<file path="src/rtl/core_pkg.sv">
// Shared core definitions: opcode encodings, instruction field positions and fetch FSM states.
package core_pkg;

  localparam logic [3:0] OP_ADD    = 4'b0000;
  localparam logic [3:0] OP_NDU    = 4'b0010;
  localparam logic [3:0] OP_SW     = 4'b1001;
  localparam logic [3:0] OP_LW     = 4'b1010;
  localparam logic [3:0] OP_BEQ    = 4'b1011;
  localparam logic [3:0] OP_JAL    = 4'b1101;
  localparam logic [3:0] OP_BUBBLE = 4'b1111;

  localparam int OPC_LSB   = 12;
  localparam int RA_LSB    = 9;
  localparam int RB_LSB    = 6;
  localparam int RC_LSB    = 3;
  localparam int FUNCT_LSB = 0;
  localparam int IMM6_W    = 6;
  localparam int IMM9_W    = 9;

  typedef enum logic {
    IDLE = 1'b0,
    REQ  = 1'b1
  } fetch_state_t;

endpackage

</file>
<file path="src/rtl/fetch_ir_unit_pc_next_calc.sv">
// Combinational next-PC: JAL (PC+sext imm9) over taken BEQ (PC+sext imm6) over PC+1, all modulo 2^PC_W.
// Also exports the sign-extended imm6 so the top reuses the same extension.
module pc_next_calc
  import core_pkg::*;
#(
  parameter int PC_W    = 16,
  parameter int INSTR_W = 16
) (
  input  logic [PC_W-1:0]    pc,
  input  logic [INSTR_W-1:0] ir,
  input  logic               branch,
  input  logic               jal,
  input  logic               zero,
  output logic [PC_W-1:0]    imm6_sx,
  output logic [PC_W-1:0]    next_pc
);

  logic [PC_W-1:0] imm9_sx;

  assign imm6_sx = {{(PC_W-IMM6_W){ir[IMM6_W-1]}}, ir[IMM6_W-1:0]};
  assign imm9_sx = {{(PC_W-IMM9_W){ir[IMM9_W-1]}}, ir[IMM9_W-1:0]};

  always_comb begin
    next_pc = pc + PC_W'(1);
    if (jal) begin
      next_pc = pc + imm9_sx;
    end else if (branch && zero) begin
      next_pc = pc + imm6_sx;
    end
  end

endmodule

</file>
<file path="src/rtl/fetch_ir_unit.sv">
// Fetch stage / PC owner: IMEM req/ack fetch into IR, field decode, PC update on pc_write.
// Optional ack-wait timeout enabled by defining FETCH_TIMEOUT_EN.
module fetch_ir_unit
  import core_pkg::*;
#(
  parameter int              PC_W        = 16,
  parameter int              INSTR_W     = 16,
  parameter logic [PC_W-1:0] RESET_PC    = '0,
  parameter int              TIMEOUT_CYC = 255
) (
  input  logic               clk,
  input  logic               reset,
  input  logic               fetch_start,
  output logic               imem_req,
  output logic [PC_W-1:0]    imem_addr,
  input  logic               imem_ack,
  input  logic [INSTR_W-1:0] imem_rdata,
  output logic               ir_valid,
  output logic [3:0]         opcode,
  output logic [1:0]         funct,
  output logic [2:0]         ra,
  output logic [2:0]         rb,
  output logic [2:0]         rc,
  output logic [PC_W-1:0]    imm6_sx,
  input  logic               pc_write,
  input  logic               branch,
  input  logic               jal,
  input  logic               zero,
  output logic [PC_W-1:0]    cur_pc,
  output logic [PC_W-1:0]    link_pc,
  output logic               fetch_fault
);

  fetch_state_t       state_q, state_d;
  logic [PC_W-1:0]    pc_q, pc_d, next_pc;
  logic [INSTR_W-1:0] ir_q, ir_d;
  logic               ir_valid_q, ir_valid_d;
  logic               pend_q, pend_d, pend_br_q, pend_br_d;
  logic               pend_jal_q, pend_jal_d, pend_zero_q, pend_zero_d;
  logic               timeout_hit;

  // A pc_write seen during REQ is parked here and replayed on the ack edge.
  logic upd_req, upd_br, upd_jal, upd_zero;
  assign upd_req  = pend_q | pc_write;
  assign upd_br   = pend_q ? pend_br_q   : branch;
  assign upd_jal  = pend_q ? pend_jal_q  : jal;
  assign upd_zero = pend_q ? pend_zero_q : zero;

  pc_next_calc #(.PC_W(PC_W), .INSTR_W(INSTR_W)) u_pc_next (
    .pc      (pc_q),
    .ir      (ir_q),
    .branch  (upd_br),
    .jal     (upd_jal),
    .zero    (upd_zero),
    .imm6_sx (imm6_sx),
    .next_pc (next_pc)
  );

`ifdef FETCH_TIMEOUT_EN
  localparam int CNT_W = $clog2(TIMEOUT_CYC + 1);
  logic [CNT_W-1:0] cnt_q, cnt_d;
  logic             fault_q, fault_d;

  assign timeout_hit = (state_q == REQ) && !imem_ack && (cnt_q == CNT_W'(TIMEOUT_CYC - 1));

  always_comb begin
    cnt_d   = cnt_q;
    fault_d = fault_q | timeout_hit;
    if (state_q == IDLE && fetch_start) begin
      cnt_d = '0;
    end else if (state_q == REQ && !imem_ack && !timeout_hit) begin
      cnt_d = cnt_q + CNT_W'(1);
    end
  end

  always_ff @(posedge clk or negedge reset) begin
    if (!reset) begin
      cnt_q   <= '0;
      fault_q <= 1'b0;
    end else begin
      cnt_q   <= cnt_d;
      fault_q <= fault_d;
    end
  end

  assign fetch_fault = fault_q;
`else
  assign timeout_hit = 1'b0;
  assign fetch_fault = 1'b0;
`endif

  always_ff @(posedge clk or negedge reset) begin
    if (!reset) begin
      state_q     <= IDLE;
      pc_q        <= RESET_PC;
      ir_q        <= '0;
      ir_valid_q  <= 1'b0;
      pend_q      <= 1'b0;
      pend_br_q   <= 1'b0;
      pend_jal_q  <= 1'b0;
      pend_zero_q <= 1'b0;
    end else begin
      state_q     <= state_d;
      pc_q        <= pc_d;
      ir_q        <= ir_d;
      ir_valid_q  <= ir_valid_d;
      pend_q      <= pend_d;
      pend_br_q   <= pend_br_d;
      pend_jal_q  <= pend_jal_d;
      pend_zero_q <= pend_zero_d;
    end
  end

  always_comb begin
    state_d = state_q;
    case (state_q)
      IDLE:    if (fetch_start) state_d = REQ;
      REQ:     if (imem_ack || timeout_hit) state_d = IDLE;
      default: state_d = IDLE;
    endcase
  end

  always_comb begin
    pc_d        = pc_q;
    ir_d        = ir_q;
    ir_valid_d  = ir_valid_q;
    pend_d      = pend_q;
    pend_br_d   = pend_br_q;
    pend_jal_d  = pend_jal_q;
    pend_zero_d = pend_zero_q;
    if (state_q == IDLE) begin
      if (pc_write) pc_d = next_pc;
      if (fetch_start) ir_valid_d = 1'b0;
    end else if (imem_ack || timeout_hit) begin
      ir_d       = imem_ack ? imem_rdata : INSTR_W'({OP_BUBBLE, 12'h000});
      ir_valid_d = 1'b1;
      pend_d     = 1'b0;
      if (upd_req) pc_d = next_pc;
    end else if (pc_write && !pend_q) begin
      pend_d      = 1'b1;
      pend_br_d   = branch;
      pend_jal_d  = jal;
      pend_zero_d = zero;
    end
  end

  always_comb begin
    imem_req  = (state_q == REQ);
    imem_addr = pc_q;
    ir_valid  = ir_valid_q;
    opcode    = ir_q[OPC_LSB +: 4];
    ra        = ir_q[RA_LSB +: 3];
    rb        = ir_q[RB_LSB +: 3];
    rc        = ir_q[RC_LSB +: 3];
    funct     = ir_q[FUNCT_LSB +: 2];
    cur_pc    = pc_q;
    link_pc   = pc_q + PC_W'(1);
  end

endmodule

</file>
<file path="config.mk">
export PLATFORM = sky130hd
export DESIGN_NAME = fetch_ir_unit
export DESIGN_NICKNAME = d
export VERILOG_FILES = /design/src/rtl/core_pkg.sv /design/src/rtl/fetch_ir_unit_pc_next_calc.sv /design/src/rtl/fetch_ir_unit.sv
export SDC_FILE = /design/constraint.sdc
export NUM_CORES = 1
export LEC_CHECK = 0
export ABC_CLOCK_PERIOD_IN_PS = 2400
export CAP_MARGIN = 25
export CORE_AREA = 3 3 97 99
export CTS_BUF_LIST = sky130_fd_sc_hd__clkbuf_4 sky130_fd_sc_hd__clkbuf_8
export CTS_CLUSTER_DIAMETER = 150
export DETAILED_ROUTE_END_ITERATION = 7
export DIE_AREA = 0 0 100 102
export HOLD_SLACK_MARGIN = 0.1
export PLACE_DENSITY = 0.65
export SLEW_MARGIN = 25
export SYNTH_ARGS = -nofsm -noshare
export SYNTH_HDL_FRONTEND = slang
export SYNTH_SLANG_ARGS = --single-unit
</file>
<file path="constraint.sdc">
create_clock -name clk -period 2.4 [get_ports clk]
set_input_delay 0.24 -clock clk [delete_from_list [all_inputs] [get_ports clk]]
set_output_delay 0.24 -clock clk [all_outputs]
set_load 0.05 [all_outputs]
</file>
; ---- Word level (Yosys, flattened, before mapping)
; Cells that the tools add are included.
[word_totals]
reg_bits = 38
in_bits = 24
output_inout_bits = 82
wordCells = 44
[op_classes]
n_bitwise = 3
add_sub_neg = 3
n_reduce_logical = 11
n_mux = 17
eq_ne = 2
[op_table]
columns = operator, count
row1 = two-way mux 16 bit, 6
row2 = adder 16 bit, 2
row3 = "adder 16 x 1 -> 16 bit, second input constant", 1
row4 = two-way mux 1 bit, 10
row5 = AND reduction 2 bit, 3
row6 = AND reduction 3 bit, 2
row7 = nonzero test 2 bit, 3
row8 = logical AND 1 bit, 2
row9 = "inequality test 2 x 1 -> 1 bit, second input constant", 1
row10 = "inequality test 2 bit, second input constant", 1
row11 = inverter 1 bit, 2
row12 = one-hot mux 1 bit (2 select lines), 1
row13 = zero test 1 bit, 1
row14 = bitwise OR 1 bit, 1

; ---- Logic depth before layout (Yosys ltp)
; Gate-level depths: netlist (run 1).
[logic_depth]
depth_word = 7
depth_mapped = 9
mapped_depth_nobuf = 9

; ---- Hierarchy
; A second synthesis (run 1) with hierarchy kept.
[unflattened]
cells_unflattened = 289
hier_area_um2 = 3020.4
[modules_own_cells]
columns = module, seq_area_each_um2, area_per_inst_um2, n_inst, cells_per_inst
row1 = fetch_ir_unit, 950.9, 2025.7, 1, 163
row2 = pc_next_calc, 0.0, 994.7, 1, 126

; ---- Worst setup path before layout (run 1)
; OpenSTA, ideal clock, no wires.
[synth_path]
path_kind = reg2reg
startpoint = reg pc_q[1] (netlist: cur_pc[1])
endpoint = reg pc_q[8] (netlist: cur_pc[8])
path_stages_with_launch = 8
setup_time_ps = 83
period_less_slack_ps = 2806
t_arrival_ps = 2723
path_slack_ps = -406
n_path_buf = 0
required_ps = 2317
path_cell_list = dfrtp_1 > ha_1 > nand3_2 > nor2_4 > nand4_1 > xnor2_1 > mux2i_1 > a31oi_1
[synth_between]
elab_chain_cells = 6
elab_cells_between_ends = 9
cone_classes = add/sub (3) / mux (6)
[synth_lines]
columns = element, line_no
row1 = start: declaration, fetch_ir_unit.sv:35  ; logic [PC_W-1:0] pc_q, pc_d, next_pc;
row2 = start signal: assignment, fetch_ir_unit.sv:104  ; pc_q <= pc_d;
row3 = adder 16 x 1 -> 16 bit *, --
row4 = via link_pc[8], fetch_ir_unit.sv:30  ; output logic [PC_W-1:0] link_pc,
row5 = two-way mux 16 bit *, fetch_ir_unit_pc_next_calc.sv:27  ; end else if (branch && zero) begin
row6 = two-way mux 16 bit *, fetch_ir_unit_pc_next_calc.sv:25  ; if (jal) begin
row7 = two-way mux 16 bit, fetch_ir_unit.sv:138  ; if (upd_req) pc_d = next_pc;
row8 = two-way mux 16 bit, fetch_ir_unit.sv:134  ; end else if (imem_ack || timeout_hit) begin
row9 = two-way mux 16 bit *, fetch_ir_unit.sv:131  ; if (state_q == IDLE) begin
; Mark *: on every way through the listed nets, which the timed path passes. The rest lies on a longest branch. The select of a mux whose other input is x is not followed.
; A chain may end at the register's enable or synchronous reset.

; ---- Worst setup path in the final report (run 1)
[layout_path]
startpoint = reg ir_q[8]
endpoint = reg pc_q[14] (netlist: cur_pc[14])
[layout_between]
elab_chain_cells = 5
elab_cells_between_ends = 6
cone_classes = add/sub (1) / mux (5)
[layout_lines]
columns = element, line_no
row1 = start: declaration, fetch_ir_unit.sv:36  ; logic [INSTR_W-1:0] ir_q, ir_d;
row2 = start signal: assignment, fetch_ir_unit.sv:105  ; ir_q <= ir_d;
row3 = adder 16 bit *, fetch_ir_unit_pc_next_calc.sv:26  ; next_pc = pc + imm9_sx;
row4 = two-way mux 16 bit *, fetch_ir_unit_pc_next_calc.sv:25
row5 = two-way mux 16 bit, fetch_ir_unit.sv:138
row6 = two-way mux 16 bit, fetch_ir_unit.sv:134
row7 = two-way mux 16 bit *, fetch_ir_unit.sv:131
; Mark *: on every way between the ends. The rest lies on a longest branch, timed or not. The select of a mux whose other input is x is not followed.

==> key figures, run 1 <==
Floorplanning
  – Top-level I/O count: between 100 and 150
  – Initial Util: 40.03%
  – DIE HEIGHT: ~100 um
  – Core area: around 0.0086 mm^2
  – Row Count: 34
  – Die ar.: around 0.010 mm^2
  – Die X: around 100 um

Logic synthesis
  – Synth Warn #: 0
  – Mapped cell area: around 0.0035 mm^2
  – Commonest cells in the netlist: dfrtp_1 (38), a21oi_1 (34), buf_4 (33)
  – Most frequent cell after synthesis: dfrtp_1
  – Post-synth EDFFs: 0
  – Register area share after synthesis: 27.51%
  – Ranking of synthesized cells by area: dfrtp_1 (28%), ha_1 (9.0%), buf_4 (7.2%)
  – Yosys top cell area share: 27.51%
  – Async S/R FF share, synth: between 90% and 100%
  – Mean post-synth cell area: 8.910 um^2
  – Yosys cell types: 65
  – Synth area leader: dfrtp_1
  – Synth Instances: roughly 390
  – FF+latch count, synth: 38
  – Synth Flop Type: dfrtp_1
  – Mapped Nets: between 400 and 500

Global route
  – Number of global-route vias before repair: around 3500
  – GR Layer Usage met2: a little over a third
  – Total gr overflow: 0
  – GR met3 Demand/Resource: around 3.5%
  – Met1 Use GR: 25.32%
  – Largest net degree at the start of global routing: 26
  – GR Util All Layers: 20.32%
  – Global-route wire length before repair: 16790 um
  – Initial antenna violation count: 0
  – Grt peak-use layer: met2

Setup path
  – Setup Crit Path Kind: reg2reg
  – Reg2Reg Launch Point: ir_q[8]$_DFFE_PN0P_
  – Critical path peak fanout: 6
  – Arrival @ worst endpoint: ~2500 ps
  – CP max-delay cell: dfrtp_1
  – Critical path origin: ir_q[8]$_DFFE_PN0P_
  – Worst Setup EP: cur_pc[14]$_DFFE_PN0P_
  – Path depth of the worst reg2reg path: 9
  – Register-to-register setup slack: between 80 and 90 ps
  – Crit path required time: ~2600 ps
  – Critical R2R Capture: cur_pc[14]$_DFFE_PN0P_
  – Setup crit end kind: flip-flop
  – Critical Path Max Stage Delay: 490 ps
  – Worst Setup Start Kind: flip-flop
  – Cell Chain, Critical Path: buf_4 -> ha_1 -> and2_1 -> o21ai_0 -> nand2b_1 -> a21oi_1 -> o21ai_1 -> xnor2_1 -> a211oi_2

STA
  – Minimum clock period: about 2300 ps
  – Setup violators final: 0
  – Worst slew pin tran: 609.1 ps
  – Peak Freq: around 430 MHz
  – Relative slew margins: approximately three fifths
  – Hold Vio Cnt, Final: 0
  – Worst-case clock skew: between 6 and 7 ps
  – Max Transition Viols Final: 0
  – Final period utilization: 96.34%

Routing
  – Drt first pass iters: 5
  – # DRC: 0
  – Vias/cell: roughly 5.5
  – ANT nets after route: 0
  – DR WL/cell: around 17 um
  – Starting DRT DRC Count: 150
  – Vias: roughly 3300
  – Drt total wl: roughly 10000 um

Clocking
  – Total CTS buffers: 5
  – Max Buffers Root-to-Sink: 2
  – Clock Latency Late Sink: around 290 ps
  – # H-tree levels: 2
  – Clk root buf: clkbuf_8
  – Clk sinks: 38
  – CTS tree: yes
  – Clock transition at the registers of the reported paths: ~90 ps

Placement
  – PortBufs: ~100
  – Hpwl dp: ~7900 um
  – Area of placed instances: 0.004745 mm^2
  – Routability cong.: approximately 0.96

Worst hold path
  – Hold Crit Class: in2async

Layout
  – Post-route cell area: ~0.005 mm^2
  – Fin nets: ~540
  – Layout cells sized above 1: a little under a quarter
  – Antenna fix cells: 0
  – Area added between synthesis and finish: 44.19%

Job
  – Maxcap violations: 0

Status
  – Status: finished, final reports clean
==> state kept, by name (all words and copies together), names as in the netlist <==
| name | cells |
|---|---|
| pend_zero_q | 1 |
| pend_q | 1 |
| ir_q | 16 |
| imem_req | 1 |
| pend_jal_q | 1 |
| pend_br_q | 1 |
| cur_pc | 16 |
| ir_valid | 1 |
==> worst max-delay path: cells and delay by family (launching register included) <==
family	cells	cell delay, ps
AO/OA/AOI/OAI	4	740
XOR/XNOR	1	140
adder cells (fa/ha/maj)	1	370
buffers and inverters	1	200
flip-flops	1	490
AND/OR/NAND/NOR	2	290
==> metal layers <==
layer	share of wire (%)	routed length (um)
met2	49	4933
met1	42	4278
met3	7.0	711
met5	0	0
met4	2.3	235
==> worst min path at each step <==
stage          cells past startpoint               endpoint  slack (ps)  startpoint
2_1_floorplan                      0  cur_pc[0]$_DFFE_PN0P_         -60       reset
3_3_place_gp                       1  cur_pc[9]$_DFFE_PN0P_         170       reset
3_5_place_dp                       1  cur_pc[9]$_DFFE_PN0P_         170       reset
4_1_cts                            2    ir_q[0]$_DFFE_PN0P_         380       reset
5_1_grt                            2    ir_q[0]$_DFFE_PN0P_         420       reset
6_report                           2  cur_pc[9]$_DFFE_PN0P_         380       reset
==> area by class of cell <==
class                   instances  area [um^2]
fillers                       776         3651
well taps                     108        135.1
repair buffers                136         1374
clock buffers                   5        68.82
inverters                       6        22.52
flip-flops and latches         38        957.2
clock inverters                 3        68.82
multi-input cells             304         2359
==> metrics by stage <==
step	worst slack (ps)	hold slack [ps]	instances	setup TNS, ps	util [%]
after floorplan	0.5838	-55.59	388	0	-
after global placement	56.47	165.3	587	0	54.94
after detailed placement	47.38	169.6	587	0	54.94
after CTS	-20.96	384.0	598	-20.96	57.03
after global routing	-43.15	419.7	600	-105.0	57.72
final	87.80	382.8	600	0	57.72
==> cells by family after synthesis <==
family                   Yosys count  synth area share (%)
AO/OA/AOI/OAI                    101                 18.68
flip-flops                        38                 27.51
multiplexers                      25                 7.926
buffers and inverters             46                 9.012
adder cells (fa/ha/maj)           26                 9.627
other                              1                0.1085
AND/OR/NAND/NOR                  115                 17.81
XOR/XNOR                          36                 9.338
==> cell usage in the layout, fill, tap and decap left out, types with 3 or more instances in the layout <==
cell and n:
clkdlybuf4s50_1 91, dfrtp_1 33, buf_4 33, nand2_1 32, a21oi_1 32, nor2_1 30, ha_1 23, mux2_2 19
o21ai_0 17, xnor2_1 14, nand3_1 13, xor2_1 12, buf_12 10, a21o_1 6, mux2i_1 6, inv_1 5
a31oi_1 5, o22ai_1 5, clkbuf_8 5, dfrtp_2 5, xor2_2 4, nand4_1 4, o21a_1 4, a22oi_1 4
and3_1 3, nand3_4 3, xnor2_2 3, and2_1 3, a21oi_2 3, o21ai_1 3, o221ai_1 3, nor2b_1 3
nor3_1 3
==> what timing repair did <==
action                     in CTS  in global routing
hold buffers                    1                  0
pin swaps                       2                  7
setup endpoints to repair       4                 11
resized for setup               4                  9
hold endpoints to repair       13                  0
setup buffers                   2                  2
Power of run 1 is left out: the tool's default activity adds up to more than one toggle a clock period on the data nets, which glitch-free logic cannot reach.
==> inputs of run 2 (changes only) <==
--- a/config.mk
+++ b/config.mk
@@ -14,7 +14,7 @@
 export DIE_AREA = 0 0 100 102
 export HOLD_SLACK_MARGIN = 0.1
 export PLACE_DENSITY = 0.65
-export SLEW_MARGIN = 25
+export SLEW_MARGIN = 5
 export SYNTH_ARGS = -nofsm -noshare
 export SYNTH_HDL_FRONTEND = slang
 export SYNTH_SLANG_ARGS = --single-unit
==> results of run 2 <==
Same layout as run 1: the final DEF is identical, and so are final timing and power.
Power of run 2 is left out for the same reason.
==> inputs of run 3 (changes only) <==
--- a/config.mk
+++ b/config.mk
@@ -5,7 +5,7 @@
 export SDC_FILE = /design/constraint.sdc
 export NUM_CORES = 1
 export LEC_CHECK = 0
-export ABC_CLOCK_PERIOD_IN_PS = 2400
+export ABC_CLOCK_PERIOD_IN_PS = 2200
 export CAP_MARGIN = 25
 export CORE_AREA = 3 3 97 99
 export CTS_BUF_LIST = sky130_fd_sc_hd__clkbuf_4 sky130_fd_sc_hd__clkbuf_8
==> constraint.sdc (replaced) <==
create_clock -name clk -period 2.2 [get_ports clk]
set_input_delay 0.22 -clock clk [delete_from_list [all_inputs] [get_ports clk]]
set_output_delay 0.22 -clock clk [all_outputs]
set_load 0.05 [all_outputs]
==> run 3 against run 2 <==
  * The run now ends with setup timing left
  * Worst hold slack improved by 120 ps
  * Utilization up 4.3 points
  * Fmax up 0.91%
  * Global-route usage up 0.47 points
  * Final area grew 7.4%
  * First-iteration DRC count decreased by 33%
  * Via count rose by 2.6%
  * Worst setup slack lost 180 ps
  * Register-to-register slack lost 180 ps
  * Non-clock buffer count grew 32
  * Critical path type unchanged
  * Critical endpoint is now cur_pc[12]$_DFFE_PN0P_
  * Highest routed layer unchanged
==> key figures, run 3 (synthesis gave the netlist of run 1 again) <==
Floorplanning
  – Die ar.: 0.01020 mm^2 (unchanged)
  – Die X: 100 um (unchanged)
  – Row Count: 34 (unchanged)
  – Top-level I/O count: 106 (unchanged)
  – Initial Util: 40.03% (unchanged)
  – DIE HEIGHT: 102 um (unchanged)
  – Core area: 0.008636 mm^2 (unchanged)

Setup path
  – Setup crit end kind: flip-flop (unchanged)
  – Register-to-register setup slack: -90 ps (was 90 ps)
  – Buffer and inverter count on the worst path: 1 (unchanged)
  – Critical Path Max Stage Delay: 440 ps (was 490 ps)
  – Critical path peak fanout: 3 (was 6)
  – Arrival @ worst endpoint: 2460 ps (was 2530 ps)
  – Setup Crit Path Kind: reg2reg (unchanged)
  – Cell Chain, Critical Path: ha_4 -> fa_2 -> a21oi_2 -> o22ai_2 -> o211ai_1 -> a31o_1 -> buf_4 -> o21bai_2 -> xnor2_1 -> a21oi_1 (was buf_4 -> ha_1 -> and2_1 -> o21ai_0 -> nand2b_1 -> a21oi_1 -> o21ai_1 -> xnor2_1 -> a211oi_2)
  – CP max-delay cell: dfrtp_2 (was dfrtp_1)
  – Worst Setup Start Kind: flip-flop (unchanged)
  – Kind of cell adding the most delay to the critical path: compound AO/OA/AOI/OAI gates (unchanged)
  – Crit path required time: 2370 ps (was 2620 ps)

Routing
  – Met1 wire length: 4379 um (was 4278 um)
  – Met2 Wirelength: 5350 um (was 4933 um)
  – Drt total wl: 10450 um (was 10160 um)
  – Vias: 3406 (was 3320)
  – DR WL/cell: 16.53 um (was 16.93 um)
  – Drt first pass iters: 4 (was 5)
  – Starting DRT DRC Count: 100 (was 150)
  – Top Layer Used: met4 (unchanged)
  – Vias/cell: 5.389 (was 5.533)
  – DR WL met3: 595 um (was 711 um)
  – ANT nets after route: 0 (unchanged)
  – # DRC: 0 (unchanged)

Layout
  – Most frequent cells in the layout: clkdlybuf4s50_1 (88), buf_4 (62), nand2_1 (31), a21oi_1 (31), nor2_1 (28) (was clkdlybuf4s50_1 (91), dfrtp_1 (33), buf_4 (33))
  – Area of the multi-input gates: 0.002477 mm^2 (was 0.002359 mm^2)
  – Layout cells sized above 1: 33.59% (was 23.37%)
  – Area added between synthesis and finish: 54.90% (was 44.19%)
  – Fill cells: 722 (was 776)
  – Antenna fix cells: 0 (unchanged)
  – FF/Latch Area: 974.7 um^2 (was 957.2 um^2)
  – Post-route cell area: 0.005355 mm^2 (was 0.004985 mm^2)
  – Fin nets: 573 (was 541)
  – Leading cell type in the layout, fill and taps excluded: clkdlybuf4s50_1 (unchanged)

STA
  – Worst slew pin tran: 667.5 ps (was 609.1 ps)
  – Final period utilization: 104.1% (was 96.34%)
  – Worst-case clock skew: 8.494 ps (was 6.871 ps)
  – Total negative slack: -223.0 ps (was 0 ps)
  – Minimum clock period: 2291 ps (was 2312 ps)
  – Hold Worst Slack: 505.2 ps (was 382.8 ps)
  – Setup violators final: 3 (was 0)
  – RSZ-0062 raised after global routing: yes
  – Max Transition Viols Final: 0 (unchanged)
  – Final setup margin: -91.30 ps (was 87.80 ps)
  – Peak Freq: 436.4 MHz (was 432.5 MHz)
  – Hold Vio Cnt, Final: 0 (unchanged)
  – Relative slew margins: 55.50% (was 59.31%)

Placement
  – Pre-CTS WS: -45.62 ps (was 47.38 ps)
  – Routability cong.: 0.9101 (was 0.9562)
  – Hpwl dp: 8161 um (was 7915 um)
  – PortBufs: 104 (unchanged)
  – Area of placed instances: 0.005007 mm^2 (was 0.004745 mm^2)

Clocking
  – Total CTS buffers: 5 (unchanged)
  – # H-tree levels: 2 (unchanged)
  – CTS tree: yes (unchanged)
  – Max Buffers Root-to-Sink: 2 (unchanged)
  – Clock Latency Late Sink: 290 ps (about the same)
  – Clk sinks: 38 (unchanged)
  – Clk root buf: clkbuf_8 (unchanged)
  – Clock transition at the registers of the reported paths: 90 ps (about the same)

Global route
  – Largest net degree at the start of global routing: 28 (was 26)
  – Initial antenna violation count: 0 (unchanged)
  – Number of global-route vias before repair: 3501 (unchanged)
  – Global-route wire length before repair: 17170 um (was 16790 um)
  – GR Util All Layers: 20.79% (was 20.32%)
  – Total gr overflow: 0 (unchanged)

Worst hold path
  – Hold Crit Class: in2async (unchanged)

Status
  – Status: finished, violations left (was finished, final reports clean)
  – Failing checks: setup timing

Job
  – Maxcap violations: 0 (unchanged)
-- run 3: layout make-up --
| type | instances | share of cell area, % |
|---|---|---|
| repair buffers | 168 | 30.75 |
| well taps | 108 | 2.523 |
| inverters | 6 | 0.4206 |
| clock inverters | 2 | 0.3037 |
| flip-flops and latches | 38 | 18.20 |
| multi-input cells | 304 | 46.26 |
| clock buffers | 6 | 1.542 |
-- run 3: path summary, 6_finish.rpt --
check	start	cells after the start	endpoint
min	reset	2	ir_q[5]$_DFFE_PN0P_
max	cur_pc[0]$_DFFE_PN0P_	10	cur_pc[12]$_DFFE_PN0P_
min reg2reg	ir_q[15]$_DFFE_PN0P_	1	ir_q[15]$_DFFE_PN0P_
min in group clk	fetch_start	3	imem_req$_DFF_PN0_
max in group asynchronous	reset	3	imem_req$_DFF_PN0_
max reg2reg	cur_pc[0]$_DFFE_PN0P_	10	cur_pc[12]$_DFFE_PN0P_
-- run 3: what timing repair did --
action,CTS,global route
pin swaps,12,9
endpoints found under the setup margin,10,17
endpoints found under the hold margin,25,0
buffers inserted,6,6
gates cloned,0,0
hold buffers,1,0
resized for setup,11,20
-- run 3: metrics by stage --
stage / util, % / instances
final: 62.01 / 632
after global routing: 62.01 / 632
after global placement: 57.98 / 611
after CTS: 60.61 / 626
after detailed placement: 57.98 / 611
after floorplan: - / 388
-- run 3: worst register-to-register path, stage by stage, from the launching register on --
cell and delay [ps]:
dfrtp_2 440, ha_4 170, fa_2 350, a21oi_2 170, o22ai_2 110, o211ai_1 240, a31o_1 240, buf_4 150
o21bai_2 70, xnor2_1 150, a21oi_1 90
-- run 3: routing by layer --
| metal | track usage [%] | vias up |
|---|---|---|
| met1 | 25.66 | 1640 |
| li1 | - | 1638 |
| met2 | 37.66 | 120 |
| met4 | 5.181 | 0 |
| met5 | 0 | - |
| met3 | 3.686 | 8 |
Power of run 3 is left out for the same reason.
